<file path="src/rtl/pc_ctrl_fsm.sv">
// Multi-cycle control sequencer for the 16-bit RISC core: walks FETCH/DECODE/EXEC/MEM
// and drives PC, IR, register-file, ALU and memory handshake strobes from the current state.
module pc_ctrl_fsm #(
    parameter int OPW      = 4,
    parameter int MAX_WAIT = 255,
    parameter int WCW      = 8
) (
    input  logic           clock,
    input  logic           reset,
    input  logic [OPW-1:0] ir_op,
    input  logic           zero_flag,
    input  logic           mem_ready,
    output logic           pc_inc,
    output logic           pc_ld,
    output logic           ir_ld,
    output logic           mem_rd,
    output logic           mem_wr,
    output logic           addr_sel,
    output logic           reg_we,
    output logic           wb_sel,
    output logic [2:0]     alu_op,
    output logic           halted,
    output logic           bus_err,
    output logic           illegal
);

    typedef enum logic [2:0] {
        ST_FETCH  = 3'd0,
        ST_DECODE = 3'd1,
        ST_EXEC   = 3'd2,
        ST_MEM    = 3'd3,
        ST_HALT   = 3'd4,
        ST_FAULT  = 3'd5
    } state_t;

    localparam logic [OPW-1:0] OP_NOP  = OPW'(4'h0);
    localparam logic [OPW-1:0] OP_ADD  = OPW'(4'h1);
    localparam logic [OPW-1:0] OP_SUB  = OPW'(4'h2);
    localparam logic [OPW-1:0] OP_AND  = OPW'(4'h3);
    localparam logic [OPW-1:0] OP_OR   = OPW'(4'h4);
    localparam logic [OPW-1:0] OP_LD   = OPW'(4'h5);
    localparam logic [OPW-1:0] OP_ST   = OPW'(4'h6);
    localparam logic [OPW-1:0] OP_BEQ  = OPW'(4'h7);
    localparam logic [OPW-1:0] OP_JMP  = OPW'(4'h8);
    localparam logic [OPW-1:0] OP_HALT = OPW'(4'hF);

    // Last count value before a pending request times out.
    localparam logic [WCW-1:0] WAIT_LAST = WCW'(MAX_WAIT - 1);

    state_t         state_q, state_d;
    logic [WCW-1:0] wait_cnt_q, wait_cnt_d;

    function automatic logic op_is_legal(input logic [OPW-1:0] op);
        return (op <= OP_JMP) || (op == OP_HALT);
    endfunction

    function automatic logic op_is_alu(input logic [OPW-1:0] op);
        return (op >= OP_ADD) && (op <= OP_OR);
    endfunction

    function automatic logic op_is_mem(input logic [OPW-1:0] op);
        return (op == OP_LD) || (op == OP_ST);
    endfunction

    function automatic logic [2:0] alu_code(input logic [OPW-1:0] op);
        case (op)
            OP_ADD:  return 3'd1;
            OP_SUB:  return 3'd2;
            OP_AND:  return 3'd3;
            OP_OR:   return 3'd4;
            default: return 3'd0;
        endcase
    endfunction

    // State and wait-counter registers.
    always_ff @(posedge clock or posedge reset) begin
        if (reset) begin
            state_q    <= ST_FETCH;
            wait_cnt_q <= {WCW{1'b0}};
        end else begin
            state_q    <= state_d;
            wait_cnt_q <= wait_cnt_d;
        end
    end

    // Next-state and wait-counter logic; the counter only runs while a request is pending.
    always_comb begin
        state_d    = state_q;
        wait_cnt_d = {WCW{1'b0}};
        case (state_q)
            ST_FETCH, ST_MEM: begin
                if (mem_ready) begin
                    state_d = (state_q == ST_FETCH) ? ST_DECODE : ST_FETCH;
                end else if (wait_cnt_q == WAIT_LAST) begin
                    state_d = ST_FAULT;
                end else begin
                    wait_cnt_d = wait_cnt_q + WCW'(1);
                end
            end
            ST_DECODE: begin
                if (!op_is_legal(ir_op) || (ir_op == OP_NOP)) begin
                    state_d = ST_FETCH;
                end else if (ir_op == OP_HALT) begin
                    state_d = ST_HALT;
                end else begin
                    state_d = ST_EXEC;
                end
            end
            ST_EXEC: begin
                if (op_is_mem(ir_op)) begin
                    state_d = ST_MEM;
                end else begin
                    state_d = ST_FETCH;
                end
            end
            ST_HALT:  state_d = ST_HALT;
            ST_FAULT: state_d = ST_FAULT;
            default:  state_d = ST_FETCH;
        endcase
    end

    // Output decode; everything is held low while reset is asserted.
    always_comb begin
        pc_inc   = 1'b0;
        pc_ld    = 1'b0;
        ir_ld    = 1'b0;
        mem_rd   = 1'b0;
        mem_wr   = 1'b0;
        addr_sel = 1'b0;
        reg_we   = 1'b0;
        wb_sel   = 1'b0;
        alu_op   = 3'd0;
        halted   = 1'b0;
        bus_err  = 1'b0;
        illegal  = 1'b0;
        if (!reset) begin
            case (state_q)
                ST_FETCH: begin
                    mem_rd = 1'b1;
                    ir_ld  = mem_ready;
                    pc_inc = mem_ready;
                end
                ST_DECODE: begin
                    illegal = !op_is_legal(ir_op);
                end
                ST_EXEC: begin
                    alu_op = alu_code(ir_op);
                    if (op_is_alu(ir_op)) begin
                        reg_we = 1'b1;
                    end else if (ir_op == OP_JMP) begin
                        pc_ld = 1'b1;
                    end else if (ir_op == OP_BEQ) begin
                        pc_ld = zero_flag;
                    end else begin
                        pc_ld = 1'b0;
                    end
                end
                ST_MEM: begin
                    addr_sel = 1'b1;
                    if (ir_op == OP_LD) begin
                        mem_rd = 1'b1;
                        reg_we = mem_ready;
                        wb_sel = mem_ready;
                    end else if (ir_op == OP_ST) begin
                        mem_wr = 1'b1;
                    end else begin
                        addr_sel = 1'b1;
                    end
                end
                ST_HALT:  halted  = 1'b1;
                ST_FAULT: bus_err = 1'b1;
                default:  halted  = 1'b0;
            endcase
        end else begin
            halted  = 1'b0;
            bus_err = 1'b0;
        end
    end

endmodule

</file>
<file path="config.mk">
export PLATFORM = sky130hd
export DESIGN_NAME = pc_ctrl_fsm
export DESIGN_NICKNAME = d
export VERILOG_FILES = /design/src/rtl/pc_ctrl_fsm.sv
export SDC_FILE = /design/constraint.sdc
export NUM_CORES = 1
export LEC_CHECK = 0
export ABC_AREA = 1
export CORE_AREA = 4 4 46 48
export CTS_CLUSTER_DIAMETER = 200
export DETAILED_ROUTE_END_ITERATION = 12
export DIE_AREA = 0 0 50 52
export PLACE_DENSITY_LB_ADDON = 0.12
export SKIP_LAST_GASP = 1
export SLEW_MARGIN = 20
export SYNTH_ARGS = -nofsm -noshare
export SYNTH_HDL_FRONTEND = slang
export SYNTH_SLANG_ARGS = --single-unit
</file>
<file path="constraint.sdc">
create_clock -name clock -period 2.5 [get_ports clock]
set_input_delay 0.5 -clock clock [delete_from_list [all_inputs] [get_ports clock]]
set_output_delay 0.5 -clock clock [all_outputs]
set_load 0.01 [all_outputs]
</file>
==> results list <==
- The die covers 2600 um2.
- Pin count of the biggest net entering global routing: 12
- CP startpoint kind: input pin
- The region available for standard cell placement spans 1708 um2.
- Initial antenna violation count: 0
- The clock arrives with 0.0003351 ns of skew.
- Count of warnings emitted by yosys: 0
- Commonest cells in the netlist: 24 x nor2_1, 21 x nand2_1, 18 x inv_1
* Number of max-capacitance violations reported: 0
* Total Routing Usage GR: 17.65%
- The wire-length estimate of the detail-placed layout is 1.708 mm.
* Total power density per cell area: 584.0 nW/um2
- Crit Path Max Fanout: 7
- Net count after synthesis: 132
- Yosys top cell area share: 33.03%
- The setup path with the least slack is of type input pin to output pin.
- Of the cells placed in the final design, the portion with a size suffix greater than 1 is 18.01%.
- Initial drt markers: 13
* Met3 global-route usage: 5.444%
* Flops & latches, synth: 11
* Fmax achieved: 0.4121 GHz
- Synthesized area divided by synthesized cell count: 6.830 um2
- The worst-case IR drop observed on VDD is 0.3654 mV.
* Routed length per instance: 10.85 um
- The clock drives 11 sinks.
- From left edge to right edge, the die measures 50 um.
* Max transition margin: 78.63%
* WL final: 2.018 mm
- Setup total negative slack on the finished layout was measured at 0 ns.
* Top flip-flop cell by instance count after synthesis: dfrtp_1
- Hold crit path type: register to register
- Global routing met1 resource utilization: 21.28%
- Buffers added to address setup during post-CTS repair amount to 0.
- Clk buf depth: 2
* Cell count of the worst hold path: 1
* TritonRoute pass-1 iters: 4
- Total count of hold-check failures in the final report: 0
- Counting flops with an async set or reset pin after synthesis yields a share of 100.0%.
* Setup slack of the most critical reg-to-reg path: 1.25 ns
- Actual slew at the worst max-slew pin: 0.3193 ns
- Distinct cell type count after synthesis: 20
* Vias in the first global route: 846
- Post-layout min period: 2.427 ns
* Fin nets: 172
- Total of fill cells in the finished design: 141
- The area growth from synthesis to layout is 44.44%.
* Most common cell in the netlist: nor2_1
* Required time of the critical path: 2.00 ns
- Setup violators final: 0
- CP Capture Type: output pin
- GRT met2 Usage: 31.74%
* Cell area after synthesis: 833.3 um2
- Number of cells on the worst reg-to-reg path: 6
- Sorting the synthesized cells by area gives the leading types as dfrtp_1 33%, nor2_1 11%, nand2_1 9.5%.
- DRC violation count after routing: 0
* Run status: completed
- Count of boundary I/O pins: 22
* Cells after Synth: 122
- Maximum level of the CTS H-tree: 1
* Vert. Die Dim: 52 um
- Of the available clock period, the critical path in the final layout requires 97.07%.
* Post-synth EDFFs: 0
- RSZ-0062 raised after global routing: true
- Overflow left after global routing: 0
* Post-synth top area cell: dfrtp_1
- The floorplan has 15 rows.
- Counting the buffers created by CTS gives 3.
- The layer flagged by global routing as most heavily used is met2.
* Leakage: 0.0005991 uW
- STA puts the critical path data arrival time at 1.93 ns.
* Root Driver: clkbuf_4
* Cts hold-fix bufs: 0
- Worst hold-check slack: 0.4895 ns
* Input/output buffers: 21
* Starting utilization of the core area: 48.79%
* N_diodes: 0
- Sum of internal, switching and leakage power: 702.9 uW
- Antenna violation net count after detailed routing: 0
- The first global-routing pass estimated 3.539 mm of wire.
- Using the TritonRoute via totals, the vias-per-cell ratio works out to 4.817.
- Final-report max-slew violation count: 0
* Routability congestion estimate from global placement: 0.8772
- Total vias in the final route: 896
- The clock reaches the later pin of the worst-skew pair after 0.26 ns.
- Sequential fraction of the synthesis area: 33.03%
- TritonCTS built the clock tree.
- After clock tree synthesis, the clock-pin slew on the worst setup and hold paths is 0.06 ns.
-- cell usage in the layout (no fill, tap or decap), types with 2 or more instances in the layout --
cell	netlist	layout
xnor2_1	4	4
buf_4	1	16
a21oi_1	5	5
clkbuf_4	0	3
inv_2	1	2
inv_1	18	17
nor3_2	2	2
nand3_4	2	2
nand3_1	12	12
dfrtp_1	11	11
nor2_2	1	2
ha_1	2	2
nor2_1	24	23
nand4_1	5	5
nand2_1	21	21
nor3_1	8	8
dlygate4sd2_1	0	9
clkdlybuf4s50_1	0	10
-- metal layers --
| layer | up-vias | routed length, um | part of all wire [%] |
|---|---|---|---|
| met5 | - | 0 | 0 |
| met4 | 0 | 4 | 0.20 |
| met3 | 2 | 92 | 4.6 |
| met2 | 19 | 1022 | 51 |
| met1 | 401 | 899 | 45 |
| li1 | 474 | - | - |
-- cell families (layout without fill, tap and decap cells) --
| logic type | count (synthesis) | count (layout) | synth area share, % |
|---|---|---|---|
| and+or+nand+nor | 78 | 78 | 46.25 |
| adders and majority gates | 2 | 2 | 3.003 |
| xor gates and xnor gates | 4 | 4 | 4.204 |
| buffers and inverters | 21 | 60 | 9.909 |
| AOI/OAI and AO/OA | 6 | 6 | 3.603 |
| DFF | 11 | 11 | 33.03 |
-- worst max-delay path, stage by stage --
cell and delay, ns:
clkdlybuf4s50_1 0.46, buf_4 0.18, nor3_1 0.20, clkdlybuf4s50_1 0.58
-- layout make-up --
type / count / area [um2] / share of cell area (%)
inverter: 19 / 71.32 / 5.925
timing repair buffer: 37 / 321.6 / 26.72
clock buffer: 4 / 26.28 / 2.183
sequential: 11 / 275.3 / 22.87
tap: 25 / 31.28 / 2.599
multi-input combinational: 90 / 478.0 / 39.71
-- power breakdown --
part | switching [uW] | total, uW | internal [uW]
Clock | 54.6 | 116 | 61.7
Combinational | 194 | 332 | 138
Sequential | 46.0 | 255 | 209
Total | 294 | 703 | 409
-- metrics by stage --
step           area [um2]  utilization [%]  setup WS (ns)  std cells
5_1_grt              1204            70.48      -0.007971        186
4_1_cts              1200            70.26        0.04741        186
2_1_floorplan       833.3                -         0.6011        122
3_3_place_gp         1184            69.30        -0.1094        182
3_5_place_dp         1184            69.30        -0.1824        182
6_report             1204            70.48        0.07315        186
-- state kept, by name, indices dropped and copies added, names as in the netlist --
signal      flops
wait_cnt_q      8
state_q         3
-- repair_timing --
| item | 4_1_cts | 5_1_grt |
|---|---|---|
| gates resized for setup | 12 | 2 |
| pin swaps | 0 | 0 |
| hold endpoints to repair | 0 | 0 |
| setup endpoints to repair | 9 | 3 |
-- path summary, 6_finish.rpt --
| kind | end | from |
|---|---|---|
| hold reg to reg | wait_cnt_q[0] | wait_cnt_q[0] |
| setup reg to reg | state_q[0] | state_q[0] |
| hold / removal | wait_cnt_q[0] | wait_cnt_q[0] |
| min in group asynchronous | state_q[2] | reset |
| max in group asynchronous | wait_cnt_q[0] | reset |
| setup / recovery | ir_ld | reset |
(Power assumes the default switching activity.)
